File: src/rtl/serial_add_ctrl_pkg.sv
// Shared definitions for the bit-serial adder controller: state encoding and default width.
package serial_add_ctrl_pkg;

    localparam int DEFAULT_WIDTH = 8;

    typedef enum logic [1:0] {
        ST_IDLE = 2'd0,
        ST_RUN  = 2'd1,
        ST_DONE = 2'd2
    } state_t;

endpackage

File: src/rtl/serial_fa_slice.sv
// One-bit full adder with its recirculating carry flop; the carry loads cin
// on an accepted start and takes the slice carry-out on every RUN cycle.
module serial_fa_slice (
    input  logic clk,
    input  logic rst_n,
    input  logic i_load,
    input  logic i_cin,
    input  logic i_en,
    input  logic i_a,
    input  logic i_b,
    output logic o_s,
    output logic o_c
);

    logic r_carry;

    always_comb begin
        o_s = i_a ^ i_b ^ r_carry;
        o_c = (i_a & i_b) | (r_carry & (i_a ^ i_b));
    end

    always_ff @(posedge clk or negedge rst_n) begin
        if (!rst_n) begin
            r_carry <= 1'b0;
        end else if (i_load) begin
            r_carry <= i_cin;
        end else if (i_en) begin
            r_carry <= o_c;
        end
    end

endmodule

File: src/rtl/serial_add_ctrl.sv
// Bit-serial adder sequencer: latches operands on start, feeds one bit pair per
// clock through serial_fa_slice, and publishes {cout,sum} with a one-cycle done.
module serial_add_ctrl
    import serial_add_ctrl_pkg::*;
#(
    parameter int WIDTH = DEFAULT_WIDTH
) (
    input  logic             clk,
    input  logic             rst_n,
    input  logic             start,
    input  logic [WIDTH-1:0] a_in,
    input  logic [WIDTH-1:0] b_in,
    input  logic             cin,
    output logic             busy,
    output logic             done,
    output logic [WIDTH-1:0] sum,
    output logic             cout
);

    localparam int CNT_W = $clog2(WIDTH);

    state_t           r_state;
    state_t           w_next;
    logic [WIDTH-1:0] r_sa;
    logic [WIDTH-1:0] r_sb;
    logic [WIDTH-2:0] r_ss;
    logic [WIDTH-1:0] r_sum;
    logic [CNT_W-1:0] r_cnt;
    logic             r_cout;
    logic             r_busy;
    logic             r_done;
    logic             w_load;
    logic             w_run;
    logic             w_last;
    logic             w_s;
    logic             w_c;
    logic [WIDTH-1:0] w_ss_next;

    assign w_load    = (r_state == ST_IDLE) && start;
    assign w_run     = (r_state == ST_RUN);
    assign w_last    = w_run && (r_cnt == CNT_W'(WIDTH - 1));
    // New sum bit enters at the MSB; after WIDTH shifts the LSB has reached bit 0.
    assign w_ss_next = {w_s, r_ss};

    serial_fa_slice u_slice (
        .clk    (clk),
        .rst_n  (rst_n),
        .i_load (w_load),
        .i_cin  (cin),
        .i_en   (w_run),
        .i_a    (r_sa[0]),
        .i_b    (r_sb[0]),
        .o_s    (w_s),
        .o_c    (w_c)
    );

    always_comb begin
        w_next = r_state;
        case (r_state)
            ST_IDLE: if (start) w_next = ST_RUN;
            ST_RUN:  if (w_last) w_next = ST_DONE;
            ST_DONE: w_next = ST_IDLE;
            default: w_next = ST_IDLE;
        endcase
    end

    // busy/done are decoded from the next state so they line up with r_state.
    always_ff @(posedge clk or negedge rst_n) begin
        if (!rst_n) begin
            r_state <= ST_IDLE;
            r_busy  <= 1'b0;
            r_done  <= 1'b0;
        end else begin
            r_state <= w_next;
            r_busy  <= (w_next != ST_IDLE);
            r_done  <= (w_next == ST_DONE);
        end
    end

    always_ff @(posedge clk or negedge rst_n) begin
        if (!rst_n) begin
            r_sa   <= '0;
            r_sb   <= '0;
            r_ss   <= '0;
            r_cnt  <= '0;
            r_sum  <= '0;
            r_cout <= 1'b0;
        end else if (w_load) begin
            r_sa  <= a_in;
            r_sb  <= b_in;
            r_cnt <= '0;
        end else if (w_run) begin
            r_sa <= r_sa >> 1;
            r_sb <= r_sb >> 1;
            r_ss <= w_ss_next[WIDTH-1:1];
            if (w_last) begin
                r_cnt  <= '0;
                r_sum  <= w_ss_next;
                r_cout <= w_c;
            end else begin
                r_cnt <= r_cnt + 1'b1;
            end
        end
    end

    assign busy = r_busy;
    assign done = r_done;
    assign sum  = r_sum;
    assign cout = r_cout;

endmodule

File: config.mk
export PLATFORM = sky130hd
export DESIGN_NAME = serial_add_ctrl
export DESIGN_NICKNAME = d
export VERILOG_FILES = /design/src/rtl/serial_add_ctrl_pkg.sv /design/src/rtl/serial_fa_slice.sv /design/src/rtl/serial_add_ctrl.sv
export SDC_FILE = /design/constraint.sdc
export NUM_CORES = 1
export LEC_CHECK = 0
export ABC_AREA = 1
export ABC_CLOCK_PERIOD_IN_PS = 1300
export BUFFER_PORTS_ARGS = -buffer_cell sky130_fd_sc_hd__buf_4
export CAP_MARGIN = 5
export CORE_MARGIN = 10
export CORE_UTILIZATION = 30
export CTS_CLUSTER_SIZE = 8
export DETAILED_ROUTE_END_ITERATION = 8
export GPL_TIMING_DRIVEN = 0
export PLACE_DENSITY = 0.5
export SYNTH_ARGS = -nofsm -noshare
export SYNTH_HDL_FRONTEND = slang
export SYNTH_SLANG_ARGS = --single-unit
export TNS_END_PERCENT = 10
File: constraint.sdc
create_clock -name clk -period 1.3 [get_ports clk]
set_input_delay 0.13 -clock clk [delete_from_list [all_inputs] [get_ports clk]]
set_output_delay 0.13 -clock clk [all_outputs]
set_load 0.1 [all_outputs]
* Word level (Yosys, flattened, before mapping)
Index checks and enable logic that the tools add are counted.
Widths: inputs -> output; s select.
** Storage, ports and cells
- Register bits after elaboration :: 40
- Word-level logic and storage cells :: 39
- Input port bits :: 20
- Output and inout port bits :: 11
** Operators by class
- Add/sub/neg operators :: 1
- Bitwise operators :: 6
- Reduce and logical (&&, ||, !) cells :: 7
- Equality and inequality tests :: 3
- Mux-type cells :: 12
** Operators by type and width (number)
- $mux 8 :: 4
- $mux 3 :: 3
- $mux 2 :: 2
- $pmux 2 s2 :: 1
- $reduce_bool 2->1 :: 2
- $add 3x1->3 const B :: 1
- $eq 3x3->1 const B :: 1
- $reduce_and 3->1 :: 1
- $and 1x1->1 :: 2
- $eq 2x1->1 const B :: 1
- $eq 2x2->1 const B :: 1
- $logic_and 1x1->1 :: 2
- $logic_not 2->1 :: 1
- $mux 1 :: 2
- $reduce_and 2->1 :: 1
- $xor 1x1->1 :: 2
- $not 1->1 :: 1
- $or 1x1->1 :: 1

* Logic depth before layout (Yosys ltp)
Gate-level depths: netlist (run 1).
- Depth in word-level cells :: 5
- Mapped depth :: 6
- Gate-level depth less buffers :: 6

* Cells and area by module
Synthesis (run 1) repeated with hierarchy kept, for this count alone.
** Second synthesis, totals
- Cell total of the unflattened synthesis :: 193
- Area total of the unflattened synthesis :: 1719.1 µm²
** By module, submodules not included
- serial_add_ctrl :: cells each 182, area an instance 1639.1 µm², instances 1
- serial_fa_slice :: cells each 11, area an instance 80.1 µm², instances 1

* Worst setup path after synthesis (run 1)
No wires, ideal clock.
- Path type :: reg2reg
- From :: reg r_cnt[0]
- To :: reg r_cout, in the netlist cout
- Library setup time :: 0.068 ns
- Slack :: 0.134 ns
- Cell stages (with the launch flop) :: 7
- Clock period less this slack :: 1.166 ns
- Buffers on the path :: 0
- Data arrival time :: 1.098 ns
- Cell sequence :: dfrtp_1 -> ha_1 -> ha_1 -> inv_1 -> nor2_2 -> nand2_1 -> nand2_1
** Between the ends
- Cells in the longest elaborated chain, start to end :: 3
** Ends and longest elaborated chain
- start, declared :: line serial_add_ctrl.sv:28 : logic [CNT_W-1:0] r_cnt;
- start signal, assigned :: line serial_add_ctrl.sv:101 : r_cnt <= r_cnt + 1'b1;
- $eq 3x3->1 :: line serial_add_ctrl.sv:41 : assign w_last = w_run && (r_cnt == CNT_W'(WIDTH - 1));
- $logic_and 1x1->1 :: line serial_add_ctrl.sv:41
- $reduce_and 3->1 (no line)
- end signal, assigned :: line serial_add_ctrl.sv:99 : r_cout <= w_c;
- end, declared :: line serial_add_ctrl.sv:29 : logic r_cout;
No other way between the ends.
A chain may end at the register's enable or synchronous reset.

* Worst setup path after layout (run 1)
- From :: reg r_cnt[0]
- To :: reg r_state[1]
** Between the ends
- Cells in the longest elaborated chain, start to end :: 4
** Ends and longest elaborated chain
- $eq 3x3->1 :: line serial_add_ctrl.sv:41
- $logic_and 1x1->1 :: line serial_add_ctrl.sv:41
- $mux 2 :: line serial_add_ctrl.sv:61 : ST_RUN: if (w_last) w_next = ST_DONE;
- $pmux 2 s2 :: line serial_add_ctrl.sv:59 : case (r_state)
- named net w_next[1] :: line serial_add_ctrl.sv:23 : state_t w_next;
- end signal, assigned :: line serial_add_ctrl.sv:74 : r_state <= w_next;
- end, declared :: line serial_add_ctrl.sv:22 : state_t r_state;
The timed path passes the listed nets, and every way through them passes these cells.

==> results of run 1 <==
[worst max-delay path by stage]
stage | to | slack [ps]
2_1_floorplan | cout | 130
6_report | r_state[1] | 40
4_1_cts | sum[1] | 20
3_3_place_gp | cout | -100
3_5_place_dp | sum[1] | -120
5_1_grt | sum[6] | -20
[synthesized netlist by cell type, drive strengths merged]
library cell,count,area share
buf,8,0.027
clkbuf,2,0.0052
dfrtp,40,0.59
fa,1,0.012
ha,2,0.015
inv,7,0.016
nand2,66,0.15
nand3,50,0.15
nor2,6,0.019
o21ai,7,0.021
[state kept, by name, indices dropped and copies added, names as in the netlist]
| signal | flops |
|---|---|
| r_state | 2 |
| r_sa | 8 |
| r_sb | 8 |
| r_ss | 7 |
| u_slice.r_carry | 1 |
| r_cnt | 3 |
| done | 1 |
| sum | 8 |
| busy | 1 |
| cout | 1 |
[cell type report]
type / instances / area, um2
fill: 585 / 3330
clock buffer: 5 / 68.8
tap: 72 / 90.1
sequential: 40 / 1000
timing repair buffer: 34 / 255
buffer: 10 / 56.3
inverter: 7 / 28.8
multi-input combinational: 132 / 643
[timing repair]
action / in CTS / in global routing
gates resized for setup: 4 / 9
endpoints found under the hold margin: 40 / 0
hold buffers: 1 / 0
buffers inserted: 0 / 4
pin swaps: 1 / 2
endpoints found under the setup margin: 19 / 20
[power breakdown]
group	leakage, nW	switching [W]	internal (W)
Clock	0.0359	0.000387	0.000346
Sequential	0.512	0.000285	0.00173
Combinational	0.550	0.00181	0.000724
Total	1.10	0.00248	0.00280
[stage by stage]
step | total power, W | setup WS, ps | TNS (ps)
floorplan | 0.00387 | 134 | 0
global placement | 0.00447 | -100 | -870
detailed placement | 0.00449 | -120 | -945
CTS | 0.00527 | 17.6 | 0
global route | 0.00571 | -17.6 | -70.8
finish | 0.00529 | 39.5 | 0
[per-layer routing]
metal | wire, um | up-vias | global-route usage
li1 | - | 698 | -
met1 | 1880 | 619 | 0.122
met2 | 1770 | 37 | 0.132
met3 | 277 | 4 | 0.0314
met4 | 42 | 0 | 0.0337
met5 | 0 | - | 0
[logic make-up after synthesis]
family,after synthesis,share of synthesized area
and+or+nand+nor,122,0.314
DFF,40,0.592
buffers and inverters,17,0.0473
AOI/OAI and AO/OA,7,0.0207
adders and majority gates,3,0.0266
[placed cells by master (no fill, tap or decap)]
| cell | netlist | final |
|---|---|---|
| nand2_2 | 0 | 1 |
| nand2_1 | 66 | 65 |
| nor2_1 | 4 | 2 |
| nor2_4 | 1 | 3 |
| o21ai_1 | 1 | 1 |
| ha_4 | 0 | 1 |
| clkbuf_8 | 0 | 5 |
| clkbuf_2 | 1 | 1 |
| nor2_2 | 1 | 1 |
| buf_2 | 6 | 6 |
| inv_4 | 0 | 1 |
| ha_2 | 0 | 1 |
| inv_1 | 7 | 6 |
| nand3_1 | 50 | 50 |
| fa_1 | 1 | 1 |
| dfrtp_2 | 0 | 1 |
| o21ai_0 | 6 | 6 |
| buf_4 | 2 | 34 |
| dlygate4sd3_1 | 0 | 1 |
| clkbuf_1 | 1 | 1 |
| dfrtp_1 | 40 | 39 |
| clkbuf_4 | 0 | 1 |
[worst min-delay path: stages]
cell,delay [ps]
buf_4,80
nand2_1,40
nand2_1,40
==> results_dict.tcl, run 1 <==
set metrics [dict create \
    initial_core_util 0.309 \
    crit_cells 6 \
    area_growth_pct 26.8 \
    synth_area_um2 1690 \
    critPathSlowestCell "dfrtp_1" \
    ys_types 15 \
    cp_max_fo 5 \
    tightest_slew_ps 522 \
    synth-seq-cells 40 \
    firstDrtPassIters 4 \
    grt_pass1_wl_mm 6.49 \
    synth_nets 212 \
    reg2reg_depth 6 \
    h-tree-depth 2 \
    antenna_found_initial 0 \
    dp_hpwl_mm 2.71 \
    min_path_type "in -> reg" \
    critical_path.max_stage_delay_ps 400 \
    hp-start "b_in[7]" \
    rows 27 \
    r2r-end "r_state[1]" \
    wl_mm 3.97 \
    core_area_um2 5470 \
    setup_viol 0 \
    grt_usage 0.0911 \
    run_status "completed" \
    powerDensity_nw_per_um2 2470 \
    dpl_cell_area_um2 2000 \
    numCtsBuffers 5 \
    crit_family "flip-flops" \
    design_area_um2 2140 \
    dp_cells 290 \
    cts_root_buf "clkbuf_8" \
    cts_tree "built" \
    max_freq_ghz 0.793 \
    p_leak_nw 1.10 \
    clock_skew_ps 3.24 \
    critical_path.endpoint_type "flop" \
    io_buffers 29 \
    cp_num_buf_inv 3 \
    max_slew_margin 0.652 \
    hold-worst-slack_ps 38.6 \
    drt_iter0_markers 88 \
    vias 1358 \
    cts_buffer_depth 2 \
    hold_violations 0 \
    yosys_warnings 0 \
    critPathLaunch "r_cnt[0]" \
    finalCritPeriodShare 0.970 \
    place_congestion 0.758 \
    ant_nets 0 \
    crit_arrival_ps 1440 \
    start_kind "flop" \
    clkTransAtPathRegs_ps 70 \
    r2r-start "r_cnt[0]" \
    die_width_um 95.1 \
    min_period_ps 1260 \
    holdPathEnd "r_sb[7]" \
    chipHeight_um 95.1 \
    critPathRequiredTime_ps 1480 \
    min_path_cells 3 \
    syn_avg_cell_area_um2 8.95 \
    postSynthCellCount 189 \
    post-route-drc-count 0 \
    viasPerCell 4.53 \
    nNetsFinal 253 \
    layout-drive-gt1-share 0.246 \
    grt_pass1_vias 1350 \
    crit_chain "ha_2 -> ha_4 -> inv_4 -> nor2_4 -> buf_2 -> buf_4" \
    wl_per_cell_um 13.2 \
    stdcell_count 300 \
    grt_max_degree 41 \
    diodes 0 \
    grt-ovfl-total 0 \
    die_area_um2 9040 \
    postLayoutCoreUtil 0.392 \
    irDropWorstVdd_uv 1050 \
    final-max-slew-violation-count 0 \
    r2r_slack_ps 40 \
    cts_sinks 40 \
    critPathKind "reg -> reg" \
    clk_latency_ps 280 \
    cap_viol_max_count 0 \
    io_pins 31 \
    yosysSeqAreaShare 0.592 \
]
Power figures use the tool's default switching activity.
==> inputs of run 2 (changes only) <==
--- a/config.mk
+++ b/config.mk
@@ -6,7 +6,7 @@
 export NUM_CORES = 1
 export LEC_CHECK = 0
 export ABC_AREA = 1
-export ABC_CLOCK_PERIOD_IN_PS = 1300
+export ABC_CLOCK_PERIOD_IN_PS = 1530
 export BUFFER_PORTS_ARGS = -buffer_cell sky130_fd_sc_hd__buf_4
 export CAP_MARGIN = 5
 export CORE_MARGIN = 10
==> constraint.sdc (replaced) <==
create_clock -name clk -period 1.53 [get_ports clk]
set_input_delay 0.153 -clock clk [delete_from_list [all_inputs] [get_ports clk]]
set_output_delay 0.153 -clock clk [all_outputs]
set_load 0.1 [all_outputs]
==> run 2 against run 1 <==
  * First-iteration DRC count decreased by 1.1%
  * Clock-buffer cell count unchanged
  * Clock power decreased by 15%
  * Critical endpoint is now u_slice.r_carry
==> results_dict.tcl, run 2 (synthesis gave the netlist of run 1 again) <==
set metrics [dict create \
    die_area_um2 9040 \
    critPathKind "reg -> reg" \
    grt_max_degree 41 \
    post-cts-setup-buffer-count 0 \
    nNetsFinal 249 \
    io_buffers 29 \
    start_kind "flop" \
    dpl_cell_area_um2 2000 \
    min_path_type "in -> reg" \
    numCtsBuffers 5 \
    p_leak_nw 1.08 \
    critPathRequiredTime_ps 1750 \
    hold-worst-slack_ps 61.5 \
    cpMostUsedCell "nand3_1" \
    ant_nets 0 \
    cp_num_buf_inv 1 \
    place_congestion 0.758 \
    run_status "completed" \
    critPathSlowestCell "dfrtp_1" \
    max_freq_ghz 0.761 \
    dp_hpwl_mm 2.71 \
    tightest_slew_ps 512 \
    antenna_found_initial 0 \
    rsz0062_at_grt "no" \
    critical_path.endpoint_type "flop" \
    preCtsSetupSlack_ps 110 \
    grt_usage 0.0907 \
    critical_path.max_stage_delay_ps 420 \
    final-max-slew-violation-count 0 \
    chipHeight_um 95.1 \
    wl_per_cell_um 13.0 \
    finalCritPeriodShare 0.859 \
    crit_arrival_ps 1530 \
    cts_tree "built" \
    die_width_um 95.1 \
    cts_sinks 40 \
    h-tree-depth 2 \
    min_period_ps 1310 \
    core_area_um2 5470 \
    grt_pass1_wl_mm 6.46 \
    layout_setup_ws_ps 215 \
    hold_violations 0 \
    crit_chain "nor2_1 -> buf_4 -> nand3_1 -> nand3_1" \
    layout_commonest_cell "nand2_1" \
    clkTransAtPathRegs_ps 70 \
    grt-ovfl-total 0 \
    most-common-layout-cells "nand2_1, nand3_1, dfrtp_1, buf_4, inv_1" \
    firstDrtPassIters 4 \
    setup_viol 0 \
    design_area_um2 2080 \
    finalSetupTns_ps 0 \
    fillers 587 \
    cp_max_fo 10 \
    crit_family "simple AND/OR/NAND/NOR gates" \
    cts_root_buf "clkbuf_8" \
    grt_pass1_vias 1346 \
    cts_buffer_depth 2 \
    io_pins 31 \
    area_growth_pct 23.2 \
    initial_core_util 0.309 \
    layout-drive-gt1-share 0.201 \
    clk_latency_ps 280 \
    viasPerCell 4.51 \
    vias 1334 \
    rows 27 \
    powerDensity_nw_per_um2 2110 \
    diodes 0 \
    wl_mm 3.84 \
    clock_skew_ps 3.01 \
    cap_viol_max_count 0 \
    max_slew_margin 0.659 \
    post-route-drc-count 0 \
    drt_iter0_markers 87 \
    power_w 0.00440 \
    irDropWorstVdd_uv 873 \
]
-- run 2: changes by cell type in the layout (fill, tap and decap cells not counted), sizes merged --
| cell | change |
|---|---|
| clkbuf | -1 |
| buf | -3 |
-- run 2: timing repair --
item	CTS	global route
endpoints found under the setup margin	0	9
gates resized for setup	0	1
hold buffers	1	0
hold endpoints to repair	40	0
-- run 2: per-layer routing --
layer,up-vias,track usage,part of all wire
met2,39,0.132,0.44
met3,4,0.0314,0.072
met1,603,0.121,0.47
li1,688,-,-
met4,0,0.0337,0.011
met5,-,0,0
-- run 2: layout make-up --
| type | instances | area (um2) | area share |
|---|---|---|---|
| flip-flops and latches | 40 | 1000 | 0.480 |
| well taps | 72 | 90.1 | 0.0432 |
| clock buffers | 5 | 68.8 | 0.0330 |
| multi-input cells | 132 | 616 | 0.295 |
| plain buffers | 10 | 53.8 | 0.0258 |
| repair buffers | 30 | 228 | 0.109 |
| inverters | 7 | 26.3 | 0.0126 |
-- run 2: report_power, final --
part           leakage, nW  total, W  switching [W]  internal [W]
clock               0.0359  0.000624       0.000330      0.000294
combinational        0.529   0.00208        0.00152      0.000563
sequential           0.513   0.00170       0.000226       0.00147
total                 1.08   0.00440        0.00207       0.00233
-- run 2: tightest hold or removal path, delay by kind of cell --
family	cells	cell delay [ps]
AND/OR/NAND/NOR	2	80
buffers and inverters	1	80
-- run 2: worst paths after layout --
kind,start,cells after the start,slack (ps),endpoint
max,r_state[0],4,220,u_slice.r_carry
min,b_in[7],3,60,r_sb[7]
max reg2reg,r_state[0],4,220,u_slice.r_carry
min reg2reg,r_ss[2],2,470,sum[2]
max in group asynchronous,rst_n,2,790,r_cnt[2]
min in group asynchronous,rst_n,2,390,sum[3]
-- run 2: metrics by stage --
| stage | util | cells |
|---|---|---|
| floorplan | - | 189 |
| global placement | 0.365 | 290 |
| detailed placement | 0.365 | 290 |
| CTS | 0.380 | 296 |
| global route | 0.381 | 296 |
| finish | 0.381 | 296 |
==> inputs of run 3 (changes only) <==
--- a/config.mk
+++ b/config.mk
@@ -10,11 +10,11 @@
 export BUFFER_PORTS_ARGS = -buffer_cell sky130_fd_sc_hd__buf_4
 export CAP_MARGIN = 5
 export CORE_MARGIN = 10
-export CORE_UTILIZATION = 30
+export CORE_UTILIZATION = 58
 export CTS_CLUSTER_SIZE = 8
 export DETAILED_ROUTE_END_ITERATION = 8
 export GPL_TIMING_DRIVEN = 0
-export PLACE_DENSITY = 0.5
+export PLACE_DENSITY = 0.85
 export SYNTH_ARGS = -nofsm -noshare
 export SYNTH_HDL_FRONTEND = slang
 export SYNTH_SLANG_ARGS = --single-unit
==> run 3 against run 2 <==
  * Clock-buffer cell count stayed put
  * Via count is 6.3% higher
  * Global-route usage is 5.5 points higher
  * Critical path depth stayed put
  * Critical endpoint unchanged
  * Cell count is 13% lower
  * First-iteration DRC count is 14% higher
  * Sequential share of layout area is 1.2 points higher
  * Clock skew is 8.7 ps higher
  * Sequential power hardly changed
  * Non-clock buffer count is 2 higher
==> results_dict.tcl, run 3 (synthesis gave the netlist of run 1 again) <==
set metrics [dict create \
    run_status "completed" \
    powerDensity_nw_per_um2 2120 \
    critPathRequiredTime_ps 1820 \
    max_slew_margin 0.673 \
    max_freq_ghz 0.744 \
    clk_latency_ps 350 \
    finalSetupTns_ps 0 \
    core_area_um2 2780 \
    final-max-slew-violation-count 0 \
    cp_max_fo 10 \
    chipHeight_um 74.0 \
    die_width_um 74.0 \
    register_area_um2 1000 \
    grt-ovfl-total 0 \
    swShare 0.489 \
    p_sw_w 0.00210 \
    io_buffers 29 \
    layout-drive-gt1-share 0.206 \
    cp_num_buf_inv 1 \
    dp_hpwl_mm 2.69 \
    cts_buffer_depth 2 \
    firstDrtPassIters 4 \
    min_period_ps 1340 \
    drt_iter0_markers 99 \
    cap_viol_max_count 0 \
    wl_mm 3.73 \
    place_congestion 0.860 \
    finalCritPeriodShare 0.879 \
    grt_usage 0.146 \
    die_area_um2 5480 \
    sequentialPowerShare 0.398 \
    p_clk_frac 0.116 \
    grt_pass1_vias 1432 \
    power_w 0.00430 \
    ant_nets 0 \
    clkTransAtPathRegs_ps 120 \
    numCtsBuffers 5 \
    crit_family "simple AND/OR/NAND/NOR gates" \
    viasPerCell 5.47 \
    hold_violations 0 \
    area_growth_pct 20.2 \
    clock_skew_ps 11.7 \
    cts_tree "built" \
    critPathLaunch "r_state[1]" \
    crit_chain "nor2_1 -> buf_4 -> nand3_1 -> nand3_1" \
    irDropWorstVdd_uv 1990 \
    cts_sinks 40 \
    vias 1418 \
    post-route-drc-count 0 \
    diodes 0 \
    rows 19 \
    h-tree-depth 2 \
    antenna_found_initial 0 \
    dp_cells 249 \
    initial_core_util 0.608 \
    critPathSlowestCell "dfrtp_1" \
    hp-start "a_in[2]" \
    internal-power_w 0.00220 \
    grt_pass1_wl_mm 6.29 \
    r2r-start "r_state[1]" \
    io_pins 31 \
    post-cts-setup-buffer-count 0 \
    crit_arrival_ps 1640 \
    nNetsFinal 251 \
    cts_root_buf "clkbuf_4" \
    rsz0062_at_grt "no" \
    grt_max_degree 41 \
    min_path_type "in -> reg" \
    pwr-share-comb 0.486 \
    cpMostUsedCell "nand3_1" \
    critical_path.endpoint_type "flop" \
    critPathKind "reg -> reg" \
    wl_per_cell_um 14.4 \
    p_leak_nw 1.08 \
    tightest_slew_ps 490 \
    fillers 214 \
    layout_commonest_cell "nand2_1" \
    multi_input_area_um2 616 \
    start_kind "flop" \
    setup_viol 0 \
    most-common-layout-cells "nand2_1, nand3_1, dfrtp_1, buf_4, inv_1" \
    stdcell_count 259 \
    critical_path.max_stage_delay_ps 440 \
]
-- run 3: final timing paths --
check / to / cells after the start / slack, ps
worst max-delay path: u_slice.r_carry / 4 / 190
worst min register to register: sum[2] / 2 / 480
min in group asynchronous: r_ss[4] / 2 / 290
max in group asynchronous: r_cnt[1] / 2 / 880
worst min-delay path: r_sa[2] / 3 / 40
worst max register to register: u_slice.r_carry / 4 / 190
-- run 3: layer usage --
metal | wire length (um) | vias up | global-route usage
met5 | 0 | - | 0
met2 | 1850 | 46 | 0.241
met4 | 44 | 0 | 0.0580
li1 | - | 695 | -
met3 | 282 | 5 | 0.0545
met1 | 1560 | 672 | 0.168
-- run 3: per-stage QoR --
stage	setup slack, ps	cell area, um2	hold slack (ps)	utilization
after floorplan	364	1690	-143	-
after global placement	187	1950	143	0.700
after detailed placement	144	1950	155	0.700
after CTS	119	2030	28.3	0.729
after global routing	44.0	2030	34.4	0.731
final	186	2030	42.7	0.731
-- run 3: final cells by class --
type                    count  area share
plain buffers              10      0.0265
well taps                  31      0.0191
clock inverters             2     0.00615
flip-flops and latches     40       0.492
clock buffers               5      0.0185
inverters                   7      0.0129
multi-input cells         132       0.303
repair buffers             32       0.122
-- run 3: worst reg2reg max path, delay by kind of cell, from the launching register on --
| family | cells | cell delay (ps) |
|---|---|---|
| and+or+nand+nor | 3 | 590 |
| DFF | 1 | 440 |
| buffers and inverters | 1 | 260 |
-- run 3: power groups by stage --
stage	registers, W	clock network [W]	logic [W]
2_1_floorplan	0.00244	0	0.000851
3_3_place_gp	0.00170	0	0.00202
3_5_place_dp	0.00174	0	0.00208
4_1_cts	0.00171	0.000511	0.00209
5_1_grt	0.00176	0.000554	0.00229
6_report	0.00171	0.000500	0.00209
-- run 3: what timing repair did --
item,in CTS,in global routing
setup endpoints to repair,0,7
gates resized for setup,0,1
hold buffers,3,0
hold endpoints to repair,42,0
